## src/rtl/lsu_pkg.sv

```systemverilog
// Shared types, funct3 codes and request legality helpers for the load/store unit.
package lsu_pkg;

  localparam int unsigned XLEN     = 32;
  localparam int unsigned F3_WIDTH = 3;

  typedef enum logic [2:0] {
    IDLE,
    LOAD,
    STORE_RD,
    STORE_WR,
    RESP
  } lsu_state_e;

  localparam logic [F3_WIDTH-1:0] F3_B  = 3'b000;
  localparam logic [F3_WIDTH-1:0] F3_H  = 3'b001;
  localparam logic [F3_WIDTH-1:0] F3_W  = 3'b010;
  localparam logic [F3_WIDTH-1:0] F3_BU = 3'b100;
  localparam logic [F3_WIDTH-1:0] F3_HU = 3'b101;

  // Request fields held for the duration of one access.
  typedef struct packed {
    logic                we;
    logic [F3_WIDTH-1:0] funct3;
    logic [XLEN-1:0]     wdata;
  } lsu_req_t;

  function automatic logic is_legal(input logic we, input logic [F3_WIDTH-1:0] funct3);
    if (we) return funct3 inside {F3_B, F3_H, F3_W};
    return funct3 inside {F3_B, F3_H, F3_W, F3_BU, F3_HU};
  endfunction

  function automatic logic is_misaligned(input logic [F3_WIDTH-1:0] funct3,
                                         input logic [1:0]          addr_lo);
    case (funct3)
      F3_H, F3_HU: return addr_lo[0];
      F3_W:        return addr_lo != 2'b00;
      default:     return 1'b0;
    endcase
  endfunction

endpackage

```

## src/rtl/lsu_lane_align.sv

```systemverilog
// Little-endian lane handling: load extract/extend and sub-word store merge.
module lsu_lane_align
  import lsu_pkg::*;
(
  input  logic [XLEN-1:0]     i_word,
  input  logic [1:0]          i_addr_lo,
  input  logic [F3_WIDTH-1:0] i_funct3,
  input  logic [XLEN-1:0]     i_wdata,
  output logic [XLEN-1:0]     o_load_data_c,
  output logic [XLEN-1:0]     o_store_word_c
);

  logic [7:0]  w_byte;
  logic [15:0] w_half;

  // Load path: pick the lane, then sign- or zero-extend.
  always_comb begin
    w_byte        = i_word[7:0];
    w_half        = i_addr_lo[1] ? i_word[31:16] : i_word[15:0];
    o_load_data_c = i_word;
    case (i_addr_lo)
      2'd0:    w_byte = i_word[7:0];
      2'd1:    w_byte = i_word[15:8];
      2'd2:    w_byte = i_word[23:16];
      default: w_byte = i_word[31:24];
    endcase
    case (i_funct3)
      F3_B:    o_load_data_c = {{24{w_byte[7]}}, w_byte};
      F3_BU:   o_load_data_c = {24'h000000, w_byte};
      F3_H:    o_load_data_c = {{16{w_half[15]}}, w_half};
      F3_HU:   o_load_data_c = {16'h0000, w_half};
      default: o_load_data_c = i_word;
    endcase
  end

  // Store path: replace only the addressed lane of the word read back.
  always_comb begin
    o_store_word_c = i_word;
    case (i_funct3)
      F3_B: begin
        case (i_addr_lo)
          2'd0:    o_store_word_c[7:0]   = i_wdata[7:0];
          2'd1:    o_store_word_c[15:8]  = i_wdata[7:0];
          2'd2:    o_store_word_c[23:16] = i_wdata[7:0];
          default: o_store_word_c[31:24] = i_wdata[7:0];
        endcase
      end
      F3_H: begin
        if (i_addr_lo[1]) o_store_word_c[31:16] = i_wdata[15:0];
        else              o_store_word_c[15:0]  = i_wdata[15:0];
      end
      default: o_store_word_c = i_wdata;
    endcase
  end

endmodule

```

## src/rtl/load_store_unit.sv

```systemverilog
// RV32I load/store unit in front of a word-wide data memory without byte enables;
// sub-word stores are performed as read-modify-write.
module load_store_unit
  import lsu_pkg::*;
#(
  parameter int unsigned ADDRESS_WIDTH = 32,
  parameter int unsigned DATA_WIDTH    = 32
) (
  input  logic                     CLK,
  input  logic                     RST,
  input  logic                     req_valid,
  output logic                     req_ready,
  input  logic                     req_we,
  input  logic [2:0]               req_funct3,
  input  logic [ADDRESS_WIDTH-1:0] req_addr,
  input  logic [DATA_WIDTH-1:0]    req_wdata,
  output logic                     resp_valid,
  output logic [DATA_WIDTH-1:0]    resp_rdata,
  output logic                     resp_err,
  output logic [ADDRESS_WIDTH-1:0] mem_A,
  output logic [DATA_WIDTH-1:0]    mem_WD,
  output logic                     mem_WE,
  input  logic [DATA_WIDTH-1:0]    mem_RD
);

  lsu_state_e               r_state;
  lsu_state_e               w_state_nxt;
  lsu_req_t                 r_req;
  logic [ADDRESS_WIDTH-1:0] r_addr;
  logic                     r_req_ready;
  logic                     r_resp_valid;
  logic                     r_resp_err;
  logic [DATA_WIDTH-1:0]    r_resp_rdata;
  logic [DATA_WIDTH-1:0]    r_mem_wd;

  logic                     w_accept;
  logic                     w_req_err;
  logic                     w_resp_err_nxt;
  logic [DATA_WIDTH-1:0]    w_resp_rdata_nxt;
  logic [DATA_WIDTH-1:0]    w_load_data;
  logic [DATA_WIDTH-1:0]    w_store_word;

  lsu_lane_align u_lane_align (
    .i_word         (mem_RD),
    .i_addr_lo      (r_addr[1:0]),
    .i_funct3       (r_req.funct3),
    .i_wdata        (r_req.wdata),
    .o_load_data_c  (w_load_data),
    .o_store_word_c (w_store_word)
  );

  always_ff @(posedge CLK or posedge RST) begin
    if (RST) r_state <= IDLE;
    else     r_state <= w_state_nxt;
  end

  // Next state, write strobe and the response value captured on entry to RESP.
  always_comb begin
    w_state_nxt      = r_state;
    w_accept         = req_valid && r_req_ready;
    w_req_err        = !is_legal(req_we, req_funct3) ||
                       is_misaligned(req_funct3, req_addr[1:0]);
    w_resp_rdata_nxt = '0;
    w_resp_err_nxt   = 1'b0;
    mem_WE           = 1'b0;
    case (r_state)
      IDLE: begin
        if (w_accept) begin
          if (w_req_err) begin
            w_state_nxt    = RESP;
            w_resp_err_nxt = 1'b1;
          end else if (!req_we) begin
            w_state_nxt = LOAD;
          end else if (req_funct3 == F3_W) begin
            w_state_nxt = STORE_WR;
          end else begin
            w_state_nxt = STORE_RD;
          end
        end
      end
      LOAD: begin
        w_state_nxt = RESP;
        if (!r_req.we) w_resp_rdata_nxt = w_load_data;
      end
      STORE_RD: w_state_nxt = STORE_WR;
      STORE_WR: begin
        mem_WE      = 1'b1;
        w_state_nxt = RESP;
      end
      RESP:     w_state_nxt = IDLE;
      default:  w_state_nxt = IDLE;
    endcase
  end

  always_ff @(posedge CLK or posedge RST) begin
    if (RST) begin
      r_req        <= '0;
      r_addr       <= '0;
      r_req_ready  <= 1'b1;
      r_resp_valid <= 1'b0;
      r_resp_err   <= 1'b0;
      r_resp_rdata <= '0;
      r_mem_wd     <= '0;
    end else begin
      r_req_ready  <= (w_state_nxt == IDLE);
      r_resp_valid <= (w_state_nxt == RESP);
      if (w_accept) begin
        r_addr       <= req_addr;
        r_req.we     <= req_we;
        r_req.funct3 <= req_funct3;
        r_req.wdata  <= req_wdata;
      end
      // Full-word stores bypass the read; sub-word stores use the merged word.
      if (w_state_nxt == STORE_WR) begin
        r_mem_wd <= (r_state == STORE_RD) ? w_store_word : req_wdata;
      end
      if (w_state_nxt == RESP) begin
        r_resp_rdata <= w_resp_rdata_nxt;
        r_resp_err   <= w_resp_err_nxt;
      end
    end
  end

  assign req_ready  = r_req_ready;
  assign resp_valid = r_resp_valid;
  assign resp_rdata = r_resp_rdata;
  assign resp_err   = r_resp_err;
  assign mem_A      = {r_addr[ADDRESS_WIDTH-1:2], 2'b00};
  assign mem_WD     = r_mem_wd;

endmodule

```

## config.mk

```make
export PLATFORM = sky130hd
export DESIGN_NAME = load_store_unit
export DESIGN_NICKNAME = d
export VERILOG_FILES = /design/src/rtl/lsu_pkg.sv /design/src/rtl/lsu_lane_align.sv /design/src/rtl/load_store_unit.sv
export SDC_FILE = /design/constraint.sdc
export NUM_CORES = 1
export LEC_CHECK = 0
export CAP_MARGIN = 20
export CORE_ASPECT_RATIO = 1.75
export CORE_MARGIN = 5
export CORE_UTILIZATION = 52
export CTS_CLUSTER_DIAMETER = 50
export DETAILED_ROUTE_END_ITERATION = 8
export PLACE_DENSITY = 0.86
export SYNTH_ARGS = -nofsm -noshare
export SYNTH_HDL_FRONTEND = slang
export SYNTH_SLANG_ARGS = --single-unit
```

## constraint.sdc

```tcl
create_clock -name CLK -period 8.1 [get_ports CLK]
set_input_delay 1.62 -clock CLK [delete_from_list [all_inputs] [get_ports CLK]]
set_output_delay 1.62 -clock CLK [all_outputs]
set_load 0.01 [all_outputs]
```

# [Word level (Yosys, flattened, before mapping)]
# Cells that the tools add are included.
[word_totals] register_bits=138 in_bits=103 wordCells=64
[classes] n_eq_ne=14 mux=26 n_reduce_logical=14
[op_table] op="32-bit case mux with 4 select lines" count=1
[op_table] op="32-bit 2-to-1 mux" count=3
[op_table] op="32-bit case mux with 2 select lines" count=1
[op_table] op="16-bit 2-to-1 mux" count=3
[op_table] op="8-bit 2-to-1 mux" count=4
[op_table] op="8-bit case mux with 3 select lines" count=1
[op_table] op="3-bit == test, second input constant" count=5
[op_table] op="3-bit by 2-bit == test with 1-bit output, second input constant" count=4
[op_table] op="3-bit logical NOT" count=4
[op_table] op="3-bit by 1-bit == test with 1-bit output, second input constant" count=3
[op_table] op="3-bit case mux with 3 select lines" count=1
[op_table] op="1-bit 2-to-1 mux" count=8
[op_table] op="3-bit 2-to-1 mux" count=2
[op_table] op="5-bit nonzero test" count=1
[op_table] op="2-bit OR reduction" count=2
[op_table] op="3-bit nonzero test" count=1
[op_table] op="3-bit OR reduction" count=1
[op_table] op="2-bit by 1-bit == test with 1-bit output, second input constant" count=1
[op_table] op="2-bit == test, second input constant" count=1
[op_table] op="2-bit logical NOT" count=1
[op_table] op="2-bit 2-to-1 mux" count=1
[op_table] op="1-bit case mux with 2 select lines" count=1
[op_table] op="2-bit nonzero test" count=1
[op_table] op="1-bit logical AND" count=1
[op_table] op="other kinds (2)" count=2

# [Logic depth before layout (Yosys ltp)]
[logic_depth] ltp_word=10 ltp_mapped=7

# [Hierarchy]
# A second synthesis with hierarchy kept.
[unflattened] hier_cells=734 hier_area_um2=7549.7
[by_module_without_submodules] module="load_store_unit" instances=1 cells_each=492 area_per_inst_um2=5916.9 seq_area_each_um2=3454.6
[by_module_without_submodules] module="lsu_lane_align" instances=1 cells_each=242 area_per_inst_um2=1632.8 seq_area_each_um2=0.0

# [Least setup slack after synthesis]
# OpenSTA, ideal clock, no wires.
[synth_path] path_kind="input-to-reg" start="in req_valid" end="reg r_mem_wd[16] (netlist: mem_WD[16])" setup_time_ns=0.123 arrival_ns=2.932 t_required_ns=7.977 path_slack_ns=5.045 path_stages=7 n_path_buf=3 cell_sequence="and2_1 clkbuf_1 nand4_1 or3_1 clkbuf_2 buf_6 o221a_2"
[synth_via] elab_chain_cells=4
[synth_rtl] element="start: declaration" line="load_store_unit.sv:11" text="input logic req_valid,"
[synth_rtl] element="1-bit logical AND" line="load_store_unit.sv:60" text="w_accept = req_valid && r_req_ready;"
[synth_rtl] element="3-bit 2-to-1 mux" line="load_store_unit.sv:68" text="if (w_accept) begin"
[synth_rtl] element="3-bit case mux with 3 select lines" line="load_store_unit.sv:66" text="case (r_state)"
[synth_rtl] element="3-bit by 2-bit == test with 1-bit output" line="load_store_unit.sv:114" text="if (w_state_nxt == STORE_WR) begin"
[synth_rtl] element="end signal: assignment" line="load_store_unit.sv:115" text="r_mem_wd <= (r_state == STORE_RD) ? w_store_word : req_wdata;"
[synth_rtl] element="end: declaration" line="load_store_unit.sv:34" text="logic [DATA_WIDTH-1:0] r_mem_wd;"
# Every way passes these cells.
# A chain may end at the register's enable or synchronous reset.

# [Worst setup path after layout]
[layout_path] start="in req_valid" end="reg r_mem_wd[21] (netlist: mem_WD[21])"
# Same word-level chain as after synthesis.

==> results.cfg <==
[synthesis]
netlist_area_mm2 = 0.00689
yosysWarningCount = 0
postSynthAreaPerCell_um2 = 11.3
async_flop_share_pct = 100
synthCells = 612
ys_seq_area_share_pct = 50.1
ys_ff_latch = 138
synth_edf_count = 0
synthTopCellsByArea = dfrtp_1 (50%), mux2_2 (11%), buf_4 (3.6%)
synth_top_cell_by_area = dfrtp_1
yosys.cell_types.count = 55
yosys_most_used_dff = dfrtp_1
yosysTopAreaCellShare_pct = 49.7

[cells_and_area]
syn_to_final_growth_pct = 36.6
antenna_cells = 0
post-route-util_pct = 72.4
layout_commonest_cell = clkdlybuf4s50_1
n_fill_cell = 869
final_cell_mix = clkdlybuf4s50_1 (200), dfrtp_1 (137), mux2_2 (68)
register_area_mm2 = 0.00345
fin_nets = 864
drive_gt1_share_pct = 17.6
multi_input_area_mm2 = 0.00295

[clocking]
cts.sinks = 138
post_cts_buffers = 0
cts_resized = 0
numCtsBuffers = 17
clkLatencyLatePin_ns = 0.42
h-tree-depth = 4
cts-root-buf = clkbuf_16
clk_pin_slew_ns = 0.06
hold_buffers = 0
clockBufferDepth = 2
cts_tree = done

[floorplan]
start_util_pct = 53.0
io_pins = 203
dieArea_mm2 = 0.0158
die_h_um = 162
die_w_um = 97.0
core_area_mm2 = 0.0130
core.rowCount = 55

[flow_run]
maxCapViolations = 0

[setup_path]
cp.required_ns = 8.45
critPathMaxFanout = 72
cp_slowest_cell = nor2_1
arrival_ns = 4.79
slowest_delay_ns = 0.98
cp-end-kind = register
start_kind = input port
path_cells = clkdlybuf4s50_1, and2_2, buf_4, a41oi_2, nor2_1, o221a_2
crit_type = input port to register

[timing]
slew_headroom_pct = 27.2
rsz0062_at_grt = no
skew_ns = 0.0105
fin_crit_sh_pct = 54.8
setup_viol = 0
drv_slew = 0
timing.fmax_ghz = 0.225
tns_ns = 0
finalHoldViolCount = 0
period_minus_slack_ns = 4.44
worst_slew_pin_slew_ns = 1.09

[min_path]
hp-class = register to register

[detailed_routing]
wl_per_cell_um = 23.2
drtAntennaViolNets = 0
num_vias = 6108
wl_um = 21900
via_per_inst = 6.46
dr.pass1.iters = 6
drtIter0Drc = 679
drc = 0

[run_status]
status = completed

[power]
p_leak_nw = 3.79
total_power_mw = 3.66
powerDensity_mw_per_mm2 = 388
irDropWorstVdd_v = 0.000192

[global_routing]
grt_overflow = 0
grt_pass1_wl_um = 33900
antenna_found_initial = 0
grt_max_degree = 86
first_global_vias = 6235
grtUsageTotal_pct = 27.5

[place]
portBuffers = 200
hpwlAfterDp_um = 15700
gp_congestion = 0.952
==> critical path, delay by kind of cell <==
kind	cells	cell delay, ns
AOI/OAI and AO/OA	2	0.86
and+or+nand+nor	2	1.12
buffers and inverters	2	1.15
==> power breakdown <==
group	leakage (nW)	internal (mW)	switching, mW
clock	0.317	0.563	0.292
sequential	1.69	0.989	0.281
combinational	1.78	0.809	0.722
==> logic make-up after synthesis <==
logic type      synth area share, %
compound gates                 20.4
flops                          50.1
simple gates                   10.8
buf+inv                        7.22
mux                            11.4
other cells                  0.0544
==> sequential cells by signal, indices dropped and copies added, names as in the netlist <==
name	flops
r_addr	32
resp_err	1
resp_rdata	32
mem_WD	32
resp_valid	1
r_state	3
req_ready	1
r_req	36
==> layout make-up <==
type / instances / area share [%]
well taps: 171 / 2.27
repair buffers: 208 / 22.3
flip-flops and latches: 138 / 36.7
clock buffers: 21 / 4.89
inverters: 9 / 0.412
multi-input cells: 387 / 31.3
clock inverters: 11 / 2.06
==> synthesized netlist by cell type (all sizes together), types with 2 or more instances <==
master / instances
clkbuf: 25
a32o: 8
mux2i: 2
a31oi: 3
or2: 4
nand4: 9
a221o: 16
o21a: 2
a2111oi: 9
and2: 2
nand3b: 2
o221ai: 7
o2111ai: 8
or3: 5
nand2: 22
a21oi: 13
a2bb2oi: 2
dfrtp: 137
nor3: 10
o21ai: 41
nand2b: 13
and3: 16
a211o: 6
nor2b: 7
o2bb2ai: 7
nor3b: 8
nor2: 35
a211oi: 6
inv: 9
buf: 54
o22ai: 7
o41ai: 8
nor4b: 2
o221a: 16
o31ai: 10
mux2: 68
a221oi: 3
==> per-layer routing <==
metal  part of all wire [%]  global-route usage, %  vias to the layer above
met4                    7.5                   20.8                        0
li1                       -                      -                     2603
met2                     51                   46.4                      421
met5                      0                      0                        -
met1                     34                   30.2                     2964
met3                    7.6                   5.72                      120
==> stage by stage <==
stage / hold WS [ns] / setup slack, ns / cell area (um2) / std cells
global route: 0.509 / 3.44 / 9410 / 945
global placement: 0.474 / 3.46 / 8700 / 910
finish: 0.491 / 3.66 / 9410 / 945
detailed placement: 0.483 / 3.23 / 8700 / 910
floorplan: 0.481 / 2.79 / 6900 / 613
CTS: 0.497 / 3.69 / 9350 / 942
==> worst paths after layout <==
check	from	endpoint	slack, ns	depth (start not counted)
setup / recovery	req_valid	mem_WD[21]	3.66	6
hold / removal	resp_rdata[13]	resp_rdata[13]	0.49	1
setup reg to reg	req_ready	mem_WD[21]	4.83	5
hold reg to reg	resp_rdata[13]	resp_rdata[13]	0.49	1
max in group asynchronous	RST	req_ready	5.44	4
min in group asynchronous	RST	r_addr[11]	1.62	2
Note: power is estimated with default switching activity, not from simulation.
==> variant (config.mk and constraints unchanged) <==
Re-encode `lsu_state_e` (5 states) as one-hot, 5 bits wide.
--- a/src/rtl/lsu_pkg.sv
+++ b/src/rtl/lsu_pkg.sv
@@ -4,12 +4,12 @@
   localparam int unsigned XLEN     = 32;
   localparam int unsigned F3_WIDTH = 3;
 
-  typedef enum logic [2:0] {
-    IDLE,
-    LOAD,
-    STORE_RD,
-    STORE_WR,
-    RESP
+  typedef enum logic [4:0] {
+    IDLE     = 5'b00001,
+    LOAD     = 5'b00010,
+    STORE_RD = 5'b00100,
+    STORE_WR = 5'b01000,
+    RESP     = 5'b10000
   } lsu_state_e;
 
   localparam logic [F3_WIDTH-1:0] F3_B  = 3'b000;
Behaviour: no difference found for any inputs over 4 cycles, from zero or initial values and one cycle with RST high; so few cycles prove little.
==> variant against the original RTL <==
- count of clock-buffer cells in the layout is 2 higher
- synthesized cell count is 3.4% lower
- sequential power fell by 12%
- final area down 0.39%
- total power shrank 16%
- sequential cell count grew 2
- setup slack improved by 0.89 ns
- area after synthesis rose by 0.73%
- clock power down 9.2%
- non-clock buffer count down 1
- routed wire length fell by 3.6%
- critical endpoint is now mem_WE
- largest cell class unchanged
==> variant: results <==
INSERT INTO impl_metrics (metric_group, metric, value, unit) VALUES
('outcome', 'outcome', 'finished, final reports clean', ''),
('global_routing', 'met2_usage_in_global_routing', '46.8', '%'),
('timing', 'worst-slew-pin-transition', '0.915', 'ns'),
('pwr', 'power.ir.vdd_worst', '0.191', 'mV'),
('synthesis', 'post_synth_most_frequent_cells', 'sky130_fd_sc_hd__dfrtp_1, sky130_fd_sc_hd__mux2_2, sky130_fd_sc_hd__mux2i_1, sky130_fd_sc_hd__buf_4, sky130_fd_sc_hd__o21ai_0', ''),
('global_routing', 'grt_first_pass_wirelength', '32.6', 'mm'),
('synthesis', 'synth_sequential_area_ratio', '50.5', '%'),
('routing', 'wl_per_cell', '22.7', 'µm'),
('routing', 'wl_met3', '1.44', 'mm'),
('setup_path', 'cp_slowest_cell', 'sky130_fd_sc_hd__clkdlybuf4s50_1', ''),
('placed_design', 'place.detailed.instances', '899', ''),
('global_routing', 'number_of_global_route_vias_before_repair', '5975', ''),
('setup_path', 'critical-path-max-stage-delay', '0.57', 'ns'),
('routing', 'postRouteWirelength', '21.1', 'mm'),
('timing', 'clock_skew', '0.00773', 'ns'),
('placed_design', 'place.gp.congestion', '0.942', ''),
('pwr', 'p_switching', '1.05', 'mW'),
('setup_path', 'worst-path-max-fanout', '5', ''),
('synthesis', 'netlist-cell-type-count', '58', ''),
('routing', 'viasPerCell', '6.16', '');
## variant: kinds of logic (layout without fill, tap and decap cells)
logic type      count (synthesis)  after routing  synth area share [%]
compound gates                163            163                  16.8
flops                         140            140                  50.5
mux                           114            114                  17.9
simple gates                   92             92                  7.78
buf+inv                        80            246                  6.88
other cells                     1              2                0.0540
xor+xnor                        1              1                 0.126
## variant: worst paths after layout
check | slack, ns | depth (start not counted) | startpoint | endpoint
max | 4.55 | 3 | r_state[1] | mem_WE
min | 0.50 | 1 | resp_rdata[15] | resp_rdata[15]
max reg2reg | 5.69 | 4 | r_state[3] | resp_rdata[19]
min reg2reg | 0.50 | 1 | resp_rdata[15] | resp_rdata[15]
max in group asynchronous | 5.09 | 3 | RST | resp_rdata[6]
min in group asynchronous | 1.67 | 2 | RST | resp_rdata[27]
## variant: power by group through the flow
| stage | clock (mW) | sequential, mW | combinational [mW] |
|---|---|---|---|
| after global placement | 0 | 1.11 | 1.12 |
| after global routing | 0.816 | 1.14 | 1.25 |
| final | 0.776 | 1.12 | 1.17 |
| after CTS | 0.783 | 1.12 | 1.17 |
| after floorplan | 0 | 1.10 | 0.720 |
| after detailed placement | 0 | 1.12 | 1.16 |
## variant: area by class of cell
type	instances	area, µm²
flip-flops and latches	140	3510
clock buffers	23	478
multi-input cells	372	2970
repair buffers	207	2070
well taps	174	218
inverters	7	31.3
fillers	904	3860
clock inverters	9	111
## variant: through the flow
stage               worst slack [ns]  cell area (µm²)  power [mW]
floorplan                       2.73             6950        1.82
global placement                3.93             8770        2.23
detailed placement              3.83             8770        2.28
CTS                             4.23             9360        3.07
global route                    4.43             9380        3.21
finish                          4.55             9380        3.07
